==> src/rtl/alu_writeback.sv <==
//------------------------------------------------------------------------------
// Module  : alu_writeback
// Brief   : One-entry ALU writeback register that commits into a register file
//           and flag register, with bypassed combinational operand read ports.
// Rev     : 1.0  initial release
//------------------------------------------------------------------------------
`default_nettype none

module alu_writeback #(
   parameter int W    = 8,
   parameter int NREG = 8,
   parameter int AW   = 3
) (
   input  logic          clk,
   input  logic          rst_n,
   input  logic          in_valid,
   output logic          in_ready,
   input  logic [W-1:0]  in_result,
   input  logic          in_zero,
   input  logic          in_sign,
   input  logic [AW-1:0] in_rd,
   input  logic          in_wen,
   input  logic          in_flag_en,
   input  logic          hold,
   input  logic [AW-1:0] ra_addr,
   input  logic [AW-1:0] rb_addr,
   output logic [W-1:0]  ra_data,
   output logic [W-1:0]  rb_data,
   output logic          zero_flag,
   output logic          sign_flag,
   output logic          wb_valid,
   output logic [15:0]   retire_cnt
);

   logic [W-1:0]  r_regs [NREG];
   logic [W-1:0]  r_wb_result;
   logic          r_wb_zero;
   logic          r_wb_sign;
   logic [AW-1:0] r_wb_rd;
   logic          r_wb_wen;
   logic          r_wb_flag_en;
   logic          r_wb_valid;
   logic          r_zero;
   logic          r_sign;
   logic [15:0]   r_retire_cnt;

   logic          w_accept;
   logic          w_commit;
   logic          w_ready;

   assign w_ready  = ~r_wb_valid | ~hold;
   assign w_accept = in_valid & w_ready;
   assign w_commit = r_wb_valid & ~hold;

   // Writeback register: a commit and a new accept may share the same edge.
   always_ff @(posedge clk or negedge rst_n) begin
      if (!rst_n) begin
         r_wb_valid   <= 1'b0;
         r_wb_result  <= '0;
         r_wb_zero    <= 1'b0;
         r_wb_sign    <= 1'b0;
         r_wb_rd      <= '0;
         r_wb_wen     <= 1'b0;
         r_wb_flag_en <= 1'b0;
      end else begin
         if (w_accept) begin
            r_wb_valid   <= 1'b1;
            r_wb_result  <= in_result;
            r_wb_zero    <= in_zero;
            r_wb_sign    <= in_sign;
            r_wb_rd      <= in_rd;
            r_wb_wen     <= in_wen;
            r_wb_flag_en <= in_flag_en;
         end else if (w_commit) begin
            r_wb_valid   <= 1'b0;
         end
      end
   end

   // Entry 0 is never written, so it stays at its reset value of zero.
   always_ff @(posedge clk or negedge rst_n) begin
      if (!rst_n) begin
         for (int i = 0; i < NREG; i++) begin
            r_regs[i] <= '0;
         end
      end else if (w_commit && r_wb_wen && (r_wb_rd != '0)) begin
         r_regs[r_wb_rd] <= r_wb_result;
      end
   end

   always_ff @(posedge clk or negedge rst_n) begin
      if (!rst_n) begin
         r_zero       <= 1'b0;
         r_sign       <= 1'b0;
         r_retire_cnt <= '0;
      end else if (w_commit) begin
         r_retire_cnt <= r_retire_cnt + 16'd1;
         if (r_wb_flag_en) begin
            r_zero <= r_wb_zero;
            r_sign <= r_wb_sign;
         end
      end
   end

   function automatic logic [W-1:0] f_read(input logic [AW-1:0] addr);
      logic [W-1:0] v;
      v = '0;
      if (addr != '0) begin
         if (r_wb_valid && r_wb_wen && (r_wb_rd == addr)) begin
            v = r_wb_result;
         end else begin
            v = r_regs[addr];
         end
      end
      return v;
   endfunction

   assign ra_data    = f_read(ra_addr);
   assign rb_data    = f_read(rb_addr);
   assign in_ready   = w_ready;
   assign zero_flag  = r_zero;
   assign sign_flag  = r_sign;
   assign wb_valid   = r_wb_valid;
   assign retire_cnt = r_retire_cnt;

endmodule

`default_nettype wire

==> config.mk <==
export PLATFORM = sky130hd
export DESIGN_NAME = alu_writeback
export DESIGN_NICKNAME = d
export VERILOG_FILES = /design/src/rtl/alu_writeback.sv
export SDC_FILE = /design/constraint.sdc
export NUM_CORES = 1
export LEC_CHECK = 0
export CORE_MARGIN = 2
export CORE_UTILIZATION = 40
export DETAILED_ROUTE_END_ITERATION = 12
export SYNTH_ARGS = -nofsm -noshare
export SYNTH_HDL_FRONTEND = slang
export SYNTH_SLANG_ARGS = --single-unit
export TNS_END_PERCENT = 20
==> constraint.sdc <==
create_clock -name clk -period 2 [get_ports clk]
set_input_delay 0.4 -clock clk [delete_from_list [all_inputs] [get_ports clk]]
set_output_delay 0.4 -clock clk [all_outputs]
set_load 0.01 [all_outputs]
# Word level (Yosys, flattened, before mapping)
# Cells that the tools add are included.
# word_totals
ff_bits	98
latch_bits	0
ramBits	0
romBits	0
in_bits	25
output_inout_bits	36
elab_cells	59
n_memories	0
# op_classes
n_addsub	1
n_mul	0
n_div	0
magnitude_cmp	4
eq_ne	2
shift	0
n_mux	15
bitwise	8
reduce_logical	11
# op_table
operator	count
$mux W8	9
$bwmux W64	1
$bmux W8 S3	2
$demux W8 S3	1
$add A16 B1 Y16 const B	1
$ge A4 B4 Y1 const B	3
$not A3 Y4	3
$reduce_bool A3 Y1	3
$eq A3 B3 Y1	2
$logic_and A1 B1 Y1	6
$lt A4 B1 Y1 const B	1
$and A1 B1 Y1	2
$mux W1	2
$not A1 Y1	2
$reduce_and A2 Y1	1
$reduce_bool A2 Y1	1
$or A1 B1 Y1	1

# Depth between registers and ports, before layout
# Gate-level depths: netlist of run 1.
# logic_depth
word_depth	6
mapped_depth	7
depth_no_buf	5

# Worst setup path after synthesis of run 1
# Ideal clock, no wire load.
# synth_path
path_type	input to output
start	input rb_addr[2]
end	output rb_data[0]
arrival_time_ps	1792
setup_slack_ps	-192
stages	6
path_buffers	3
cell_sequence	buf_4 xor2_1 or4_1 buf_2 buf_6 a211oi_1
# synth_between
elab_chain_cells	6
# synth_lines
element	line_no	text
start, declared	26	input logic [AW-1:0] rb_addr,
$not A3 Y4 (not written as such)	112	v = r_regs[addr];
$bmux W8 S3	112	
$mux W8 (not written as such) (2 in series)	112	
$mux W8	109	if (r_wb_valid && r_wb_wen && (r_wb_rd == addr)) begin
$mux W8 *	108	if (addr != '0) begin
end, declared	28	output logic [W-1:0] rb_data,
# Every way passes the cells marked *; elsewhere a longest branch is shown, timed or not. The select of a mux whose other input is x is not followed.

# Final worst setup path of run 1
# layout_path
start	register r_wb_rd[2]
end	output rb_data[2]
# layout_between
elab_chain_cells	4
# layout_lines
element	line_no	text
start, declared	39	logic [AW-1:0] r_wb_rd;
start signal, assigned	71	r_wb_rd <= in_rd;
$eq A3 B3 Y1	109	
$logic_and A1 B1 Y1	109	
$mux W8	109	
$mux W8	108	
# Every way passes these cells.

==> flow_metrics.env, run 1 <==
export IMPL_outcome="complete, but fails checks"
export IMPL_violations="setup timing"
export IMPL_grt_max_degree=51
export IMPL_pre_cts_ws_ps=-1030
export IMPL_clock_latency_ps=350
export IMPL_syn_nets=380
export IMPL_vias=3235
export IMPL_synth_cell_types=31
export IMPL_place_area_um2=6170
export IMPL_p_total_uw=7420
export IMPL_first_global_vias=3537
export IMPL_synth_seq_cells=98
export IMPL_fin_skew_ps=7.96
export IMPL_synthMuxAreaShare_pct=34.2
export IMPL_hold_class="flop to flop"
export IMPL_ff_latch_area_um2=2450
export IMPL_tns_ps=-6950
export IMPL_cp_max_fo=6
export IMPL_r2r_cells=6
export IMPL_grt_pass1_wl_um=19300
export IMPL_wl_um=12000
export IMPL_multi_input_area_um2=2560
export IMPL_critical_path_arrival_ps=2100
export IMPL_start_util_pct=41.4
export IMPL_antenna_found_initial=0
export IMPL_cts_tree="built"
export IMPL_setup_viol=16
export IMPL_fin_crit_sh_pct=125
export IMPL_nets=469
export IMPL_rows=40
export IMPL_ys_warn_count=0
export IMPL_syn_to_final_growth_pct=31.9
export IMPL_cts_sinks=98
export IMPL_overflow=0
export IMPL_final_util_pct=54.6
export IMPL_path_cells="xor2_1 > or4_4 > buf_6 > a211oi_4 > buf_2"
export IMPL_drtIter0Drc=150
export IMPL_drc_errors=0
export IMPL_io_pins=61
export IMPL_power_density_nw_per_um2=1120
export IMPL_report_final_hold_viol_count=0
export IMPL_critPathMaxStageDelay_ps=580
export IMPL_period_needed_ps=2500
export IMPL_max_cap_viol_count=0
export IMPL_first_pass_iters=4
export IMPL_ys_top_cells_by_count="dfrtp_1, mux2_2, mux4_2, nor2_1, mux2i_1"
export IMPL_grt_setup_unrepaired="true"
export IMPL_synth_area_leaders="dfrtp_1, mux2_2, mux4_2, mux2i_1, a211oi_1"
export IMPL_required_ps=1600
export IMPL_viasPerCell=5.25
export IMPL_wl_per_cell_um=19.6
export IMPL_die_height_um=116
export IMPL_end_kind="output port"
export IMPL_synth_most_common_cell="dfrtp_1"
export IMPL_final_max_slew_viol_count=0
export IMPL_fmax_mhz=401
export IMPL_post_synth_inst_count=354
export IMPL_final_area_um2=6610
export IMPL_synth_enable_flop_cells=0
export IMPL_gr_usage_all_layers_pct=19.9
export IMPL_synth_area_leader_cell="dfrtp_1"
export IMPL_crit_type="flop to output port"
export IMPL_dieArea_um2=13400
export IMPL_core_area_um2=12100
export IMPL_yosys_area_share_simple_pct=6.37
export IMPL_critPathLaunchType="flop"
export IMPL_die_w_um=116
export IMPL_num_antenna_cells=0
export IMPL_ir_worst_vdd_mv=0.606
export IMPL_fillerInstances=1052
export IMPL_synth_compound_area_share_pct=2.60
export IMPL_synth_xor_area_share_pct=3.67
export IMPL_cts_root_buf="clkbuf_16"
export IMPL_p_leak_uw=0.00285
export IMPL_async_reset_ff_share_pct=100
export IMPL_slowest_stage="or4_4"
export IMPL_h_tree_depth=3
export IMPL_avgSynthCellArea_um2=14.2
export IMPL_worst_slew_pin_slew_ps=763
export IMPL_setup_slack_ps=-496
export IMPL_clkTransAtPathRegs_ps=60
export IMPL_dp_hpwl_um=8300
export IMPL_synth_top_area_share_pct=48.9
export IMPL_synth_top_family_by_area="multiplexers"
export IMPL_yosys_area_share_adder_pct=0.250
export IMPL_ys_seq_area_share_pct=48.9
export IMPL_clock_path_buffers=2
export IMPL_min_path_cells=0
export IMPL_place_congestion=0.764
export IMPL_netlist_area_um2=5010
export IMPL_slew_headroom_pct=49.0
export IMPL_postCtsSetupBuffers=0
export IMPL_ant_nets=0
export IMPL_io_buffers=60
export IMPL_cts_buffers=9
export IMPL_drive_above_1_share_pct=51.1
export IMPL_ys_flop_type="dfrtp_1"
-- logic make-up after synthesis --
kind of cell	count (synthesis)
flip-flops	98
adder cells (fa/ha/maj)	1
buffers and inverters	36
AO/OA/AOI/OAI	16
AND/OR/NAND/NOR	60
multiplexers	122
XOR/XNOR	21
-- metal layers --
layer,vias to the layer above,GRT usage [%],part of all wire [%]
li1,1487,-,-
met1,1639,26.7,45
met2,85,30.9,47
met3,24,4.13,4.9
met4,0,9.84,3.0
met5,-,0,0
-- state kept, by name, summed over array words and instances, names as in the netlist --
name	cells
r_wb_sign	1
r_wb_zero	1
r_wb_rd	3
sign_flag	1
r_regs	64
r_wb_wen	1
retire_cnt	16
r_wb_flag_en	1
wb_valid	1
r_wb_result	8
zero_flag	1
-- worst max-delay path: cells and delay by family (launching register included) --
| family | cells | cell delay, ps |
|---|---|---|
| xor gates and xnor gates | 1 | 160 |
| DFF | 1 | 420 |
| buffers and inverters | 2 | 350 |
| and+or+nand+nor | 1 | 580 |
| AOI/OAI and AO/OA | 1 | 230 |
-- cells in the final DEF, fill, tap and decap left out, types with 2 or more instances in the layout --
| cell type | instances |
|---|---|
| buf_12 | 7 |
| or3_1 | 2 |
| mux2_2 | 74 |
| clkdlybuf4s50_1 | 36 |
| buf_2 | 14 |
| buf_6 | 3 |
| xnor2_1 | 9 |
| mux2i_1 | 12 |
| clkbuf_1 | 3 |
| nor3b_2 | 2 |
| dfrtp_1 | 98 |
| nand4_1 | 3 |
| bufbuf_16 | 2 |
| mux2i_2 | 4 |
| dlygate4sd2_1 | 5 |
| xor2_1 | 12 |
| nor2_2 | 12 |
| or4_4 | 2 |
| nand4b_1 | 2 |
| nor2_1 | 9 |
| mux4_2 | 32 |
| clkbuf_16 | 10 |
| a211oi_4 | 7 |
| nor4_1 | 3 |
| clkbuf_8 | 2 |
| nand3_1 | 4 |
| nand2_1 | 10 |
| a211oi_2 | 9 |
| buf_4 | 42 |
| nor3_4 | 2 |
| nand3b_1 | 3 |
-- where the power goes --
group	leakage [uW]	switching [uW]	internal, uW
combinational	0.00146	903	1590
sequential	0.00124	521	2650
clock	0.000147	718	1040
-- area by class of cell --
type	count	share of cell area, %
well taps	168	3.18
clock buffers	14	3.99
multi-input cells	220	38.7
flip-flops and latches	98	37.1
clock inverters	2	0.530
repair buffers	114	16.5
-- final timing paths --
| kind | start | end | slack, ps |
|---|---|---|---|
| max in group asynchronous | rst_n | wb_valid$_DFFE_PN0P_ | 830 |
| setup / recovery | r_wb_rd[2]$_DFFE_PN0P_ | rb_data[2] | -500 |
| hold / removal | r_regs[62]$_DFFE_PN0P_ | r_regs[62]$_DFFE_PN0P_ | 390 |
| hold reg to reg | r_regs[62]$_DFFE_PN0P_ | r_regs[62]$_DFFE_PN0P_ | 390 |
| setup reg to reg | r_wb_rd[1]$_DFFE_PN0P_ | r_regs[10]$_DFFE_PN0P_ | 230 |
| min in group asynchronous | rst_n | r_wb_result[6]$_DFFE_PN0P_ | 530 |
-- stage by stage --
stage	hold slack, ps	std cells
after floorplan	104	354
after global placement	370	596
after detailed placement	372	596
after CTS	399	615
after global routing	407	616
final	393	616
-- repair_timing --
item | CTS | global route
endpoints found under the setup margin | 17 | 16
pin swaps | 2 | 3
hold buffers | 1 | 0
hold endpoints to repair | 9 | 0
resized for setup | 95 | 11
gates cloned | 2 | 1
Note: power is estimated with default switching activity, not from simulation.
==> inputs of run 2 (changes only) <==
--- a/config.mk
+++ b/config.mk
@@ -5,9 +5,11 @@
 export SDC_FILE = /design/constraint.sdc
 export NUM_CORES = 1
 export LEC_CHECK = 0
+export CORE_ASPECT_RATIO = 0.9
 export CORE_MARGIN = 2
-export CORE_UTILIZATION = 40
+export CORE_UTILIZATION = 51
 export DETAILED_ROUTE_END_ITERATION = 12
+export PLACE_DENSITY = 0.77
 export SYNTH_ARGS = -nofsm -noshare
 export SYNTH_HDL_FRONTEND = slang
 export SYNTH_SLANG_ARGS = --single-unit
==> flow_metrics.env, run 2 (synthesis gave the netlist of run 1 again) <==
export IMPL_layout_common_cells="dfrtp_1, mux2_2, buf_4"
export IMPL_fin_crit_sh_pct=128
export IMPL_setup_slack_ps=-562
export IMPL_fin_skew_ps=10.1
export IMPL_drtIter0Drc=188
export IMPL_path_cells="xor2_1 > or4_4 > buf_12 > a211oi_4 > buf_2"
export IMPL_max_flop_register="r_regs"
export IMPL_dp_hpwl_um=7850
export IMPL_critical_path_arrival_ps=2160
export IMPL_required_ps=1600
export IMPL_antenna_found_initial=0
export IMPL_clkTransAtPathRegs_ps=100
export IMPL_h_tree_depth=3
export IMPL_critPathLaunchType="flop"
export IMPL_cp_max_fo=8
export IMPL_final_max_slew_viol_count=0
export IMPL_fin_cells=579
export IMPL_largest_register_ffs=64
export IMPL_io_buffers=60
export IMPL_fillerInstances=686
export IMPL_setup_viol=16
export IMPL_power_density_nw_per_um2=1110
export IMPL_grt_setup_unrepaired="true"
export IMPL_crit_type="flop to output port"
export IMPL_placed_cells_incl_taps=550
export IMPL_grt_pass1_wl_um=19400
export IMPL_critPathMaxStageDelay_ps=550
export IMPL_first_pass_iters=4
export IMPL_clock_latency_ps=360
export IMPL_dieArea_um2=10600
export IMPL_place_congestion=0.753
export IMPL_outcome="complete, but fails checks"
export IMPL_final_common_cell="dfrtp_1"
export IMPL_max_cap_viol_count=0
export IMPL_syn_to_final_growth_pct=29.4
export IMPL_p_leak_uw=0.00281
export IMPL_cts_root_buf="clkbuf_8"
export IMPL_drc_errors=0
export IMPL_die_height_um=98.1
export IMPL_start_util_pct=52.1
export IMPL_overflow=0
export IMPL_p_total_uw=7220
export IMPL_grt_max_degree=99
export IMPL_cts_tree="built"
export IMPL_crit_family="simple AND/OR/NAND/NOR gates"
export IMPL_io_pins=61
export IMPL_cts_sinks=98
export IMPL_drive_above_1_share_pct=53.0
export IMPL_viasPerCell=5.90
export IMPL_report_final_hold_viol_count=0
export IMPL_cts_buffers=9
export IMPL_slew_headroom_pct=48.2
export IMPL_num_antenna_cells=0
export IMPL_nets=474
export IMPL_rows=34
export IMPL_holdWs_ps=67.7
export IMPL_ir_worst_vdd_mv=0.659
export IMPL_gr_usage_all_layers_pct=24.7
export IMPL_fmax_mhz=390
export IMPL_clock_path_buffers=2
export IMPL_vias=3417
export IMPL_die_w_um=109
export IMPL_end_kind="output port"
export IMPL_hold_class="input pin to asynchronous set/reset pin"
export IMPL_ant_nets=0
export IMPL_worst_slew_pin_slew_ps=775
export IMPL_slowest_stage="or4_4"
export IMPL_core_area_um2=9610
export IMPL_violations="setup timing"
export IMPL_first_global_vias=3494
export IMPL_period_needed_ps=2560
export IMPL_wl_per_cell_um=20.8
export IMPL_cp_num_buf_inv=2
export IMPL_wl_um=12000
run 2: cell types whose count changed in the layout (fill, tap and decap cells not counted), sizes merged, moves of 2 or more:
cell           previous run  this run
clkdlybuf4s15             2         0
buf                      66        76
bufbuf                    2         0
clkbuf                   16         9
inv                       0         2
dlymetal6s2s              0         2
run 2: power breakdown:
| group | switching, uW | total, uW | internal (uW) | leakage [uW] |
|---|---|---|---|---|
| Sequential | 555 | 3200 | 2640 | 0.00124 |
| Combinational | 961 | 2570 | 1600 | 0.00146 |
| Clock | 745 | 1460 | 718 | 0.000112 |
| Total | 2260 | 7220 | 4960 | 0.00281 |
run 2: layout make-up:
class / instances / area, um2 / area share (%)
clock buffers: 9 / 124 / 1.91
multi-input cells: 220 / 2570 / 39.7
well taps: 126 / 158 / 2.43
repair buffers: 119 / 1080 / 16.6
flip-flops and latches: 98 / 2450 / 37.8
clock inverters: 7 / 101 / 1.56
run 2: final timing paths:
kind	endpoint	cells after the start	start	slack, ps
worst max-delay path	ra_data[2]	5	r_wb_rd[2]$_DFFE_PN0P_	-560
worst min-delay path	zero_flag$_DFFE_PN0P_	2	rst_n	70
worst max register to register	r_regs[38]$_DFFE_PN0P_	6	r_wb_rd[1]$_DFFE_PN0P_	210
worst min register to register	r_regs[62]$_DFFE_PN0P_	0	r_regs[62]$_DFFE_PN0P_	410
max in group asynchronous	r_regs[24]$_DFFE_PN0P_	2	rst_n	1530
min in group clk	r_regs[62]$_DFFE_PN0P_	0	r_regs[62]$_DFFE_PN0P_	410
run 2: routing by layer:
metal  share of wire [%]  wire length [um]  global-route usage, %
met2                  49              5880                   38.7
met4                 2.7               327                   9.47
met5                   0                 0                      0
met3                 6.0               718                   4.27
met1                  42              5110                   34.7
run 2: timing repair:
item | in CTS | in global routing
endpoints found under the setup margin | 17 | 16
endpoints found under the hold margin | 0 | 0
gates cloned | 1 | 0
setup buffers | 12 | 0
hold buffers | 0 | 0
resized for setup | 99 | 5
pin swaps | 6 | 1
run 2: per-stage QoR:
step           cell area (um2)  setup WS [ps]  setup TNS [ps]  utilization, %
6_report                  6490           -562           -7830            67.5
5_1_grt                   6490           -585           -8600            67.5
4_1_cts                   6470           -564           -7960            67.3
3_5_place_dp              6100          -1020          -17080            63.4
3_3_place_gp              6100          -1010          -16500            63.4
2_1_floorplan             5150           -109           -1470               -
==> inputs of run 3 (changes only) <==
--- a/config.mk
+++ b/config.mk
@@ -7,9 +7,9 @@
 export LEC_CHECK = 0
 export CORE_ASPECT_RATIO = 0.9
 export CORE_MARGIN = 2
-export CORE_UTILIZATION = 51
+export CORE_UTILIZATION = 56
 export DETAILED_ROUTE_END_ITERATION = 12
-export PLACE_DENSITY = 0.77
+export PLACE_DENSITY = 0.8
 export SYNTH_ARGS = -nofsm -noshare
 export SYNTH_HDL_FRONTEND = slang
 export SYNTH_SLANG_ARGS = --single-unit
==> constraint.sdc (replaced) <==
create_clock -name clk -period 2.7 [get_ports clk]
set_input_delay 0.54 -clock clk [delete_from_list [all_inputs] [get_ports clk]]
set_output_delay 0.54 -clock clk [all_outputs]
set_load 0.01 [all_outputs]
==> flow_metrics.env, run 3 (synthesis gave the netlist of run 1 again) <==
export IMPL_outcome="complete, no violations"
export IMPL_num_antenna_cells=0
export IMPL_slew_headroom_pct=46.0
export IMPL_die_height_um=93.8
export IMPL_clock_path_buffers=2
export IMPL_cts_root_buf="clkbuf_8"
export IMPL_gr_usage_all_layers_pct=26.4
export IMPL_place_congestion=0.817
export IMPL_report_final_hold_viol_count=0
export IMPL_setup_viol=0
export IMPL_largest_register_ffs=64
export IMPL_grt_setup_unrepaired="true"
export IMPL_first_global_vias=3552
export IMPL_wl_um=11800
export IMPL_path_cells="dlygate4sd2_1 > xor2_1 > or4_4 > buf_12 > a211oi_4 > buf_2"
export IMPL_drtIter0Drc=222
export IMPL_power_density_nw_per_um2=821
export IMPL_vias=3320
export IMPL_final_max_slew_viol_count=0
export IMPL_hold_class="input pin to asynchronous set/reset pin"
export IMPL_p_leak_uw=0.00265
export IMPL_nets=454
export IMPL_final_area_um2=6130
export IMPL_wl_per_cell_um=21.4
export IMPL_crit_family="buffers and inverters"
export IMPL_cp_num_buf_inv=3
export IMPL_critPathLaunchType="input pin"
export IMPL_max_flop_register="r_regs"
export IMPL_grt_max_degree=42
export IMPL_viasPerCell=6.01
export IMPL_start_util_pct=58.0
export IMPL_drc_errors=0
export IMPL_antenna_found_initial=0
export IMPL_slowest_stage="or4_4"
export IMPL_first_pass_iters=4
export IMPL_clock_latency_ps=380
export IMPL_fillerInstances=604
export IMPL_final_common_cell="dfrtp_1"
export IMPL_fin_crit_sh_pct=99.8
export IMPL_io_pins=61
export IMPL_overflow=0
export IMPL_place_area_um2=5840
export IMPL_syn_to_final_growth_pct=22.4
export IMPL_layout_common_cells="dfrtp_1, mux2_2, clkdlybuf4s50_1"
export IMPL_fin_skew_ps=10.8
export IMPL_dp_hpwl_um=8320
export IMPL_p_total_uw=5040
export IMPL_cp_max_fo=8
export IMPL_max_cap_viol_count=0
export IMPL_critical_path_arrival_ps=2150
export IMPL_ant_nets=0
export IMPL_fmax_mhz=371
export IMPL_cts_tree="built"
export IMPL_cts_sinks=98
export IMPL_worst_slew_pin_slew_ps=806
export IMPL_rows=32
export IMPL_ir_worst_vdd_mv=0.394
export IMPL_die_w_um=104
export IMPL_required_ps=2160
export IMPL_h_tree_depth=3
export IMPL_drive_above_1_share_pct=48.0
export IMPL_crit_type="input pin to output port"
export IMPL_cts_buffers=9
export IMPL_grt_pass1_wl_um=19300
export IMPL_core_area_um2=8650
export IMPL_critPathMaxStageDelay_ps=590
export IMPL_period_needed_ps=2690
export IMPL_io_buffers=60
export IMPL_dieArea_um2=9720
export IMPL_end_kind="output port"
export IMPL_clkTransAtPathRegs_ps=100
==> run 3: final cells by class <==
class / count / area (um2) / share of cell area, %
multi-input cells: 220 / 2480 / 40.4
flip-flops and latches: 98 / 2450 / 40.0
repair buffers: 99 / 868 / 14.2
well taps: 119 / 149 / 2.43
clock buffers: 10 / 138 / 2.24
clock inverters: 6 / 48.8 / 0.796
==> run 3: per-layer routing <==
metal | track usage (%) | wire, um | up-vias
met5 | 0 | 0 | -
met4 | 9.57 | 142 | 0
met3 | 6.93 | 796 | 15
met1 | 36.6 | 5110 | 1763
met2 | 40.9 | 5750 | 95
li1 | - | - | 1447
==> run 3: per-stage QoR <==
| step | setup WS, ps | hold WS [ps] | instances | utilization [%] | setup TNS, ps |
|---|---|---|---|---|---|
| 2_1_floorplan | 228 | 244 | 354 | - | 0 |
| 3_3_place_gp | -595 | 377 | 533 | 67.5 | -8500 |
| 3_5_place_dp | -628 | 385 | 533 | 67.5 | -9080 |
| 4_1_cts | -9.77 | 145 | 552 | 70.2 | -9.77 |
| 5_1_grt | -46.7 | 159 | 552 | 70.9 | -213 |
| 6_report | 6.60 | 138 | 552 | 70.9 | 0 |
==> run 3: path summary, 6_finish.rpt <==
kind / cells after the start / slack [ps] / startpoint / end
hold reg to reg: 0 / 410 / r_regs[56]$_DFFE_PN0P_ / r_regs[56]$_DFFE_PN0P_
hold / removal: 1 / 140 / rst_n / wb_valid$_DFFE_PN0P_
setup / recovery: 6 / 7 / rb_addr[1] / rb_data[0]
max in group asynchronous: 2 / 1870 / rst_n / retire_cnt[7]$_DFFE_PN0N_
min in group clk: 0 / 410 / r_regs[56]$_DFFE_PN0P_ / r_regs[56]$_DFFE_PN0P_
setup reg to reg: 3 / 900 / r_wb_rd[0]$_DFFE_PN0P_ / r_regs[44]$_DFFE_PN0P_
==> run 3: report_power, final <==
group,internal (uW),switching (uW)
sequential,1960,428
combinational,1100,659
clock,368,526
==> run 3: what timing repair did <==
action / 4_1_cts / 5_1_grt
hold endpoints to repair: 0 / 0
hold buffers: 0 / 0
setup endpoints to repair: 16 / 12
gates cloned: 2 / 0
resized for setup: 93 / 16
pin swaps: 0 / 2
setup buffers: 1 / 0
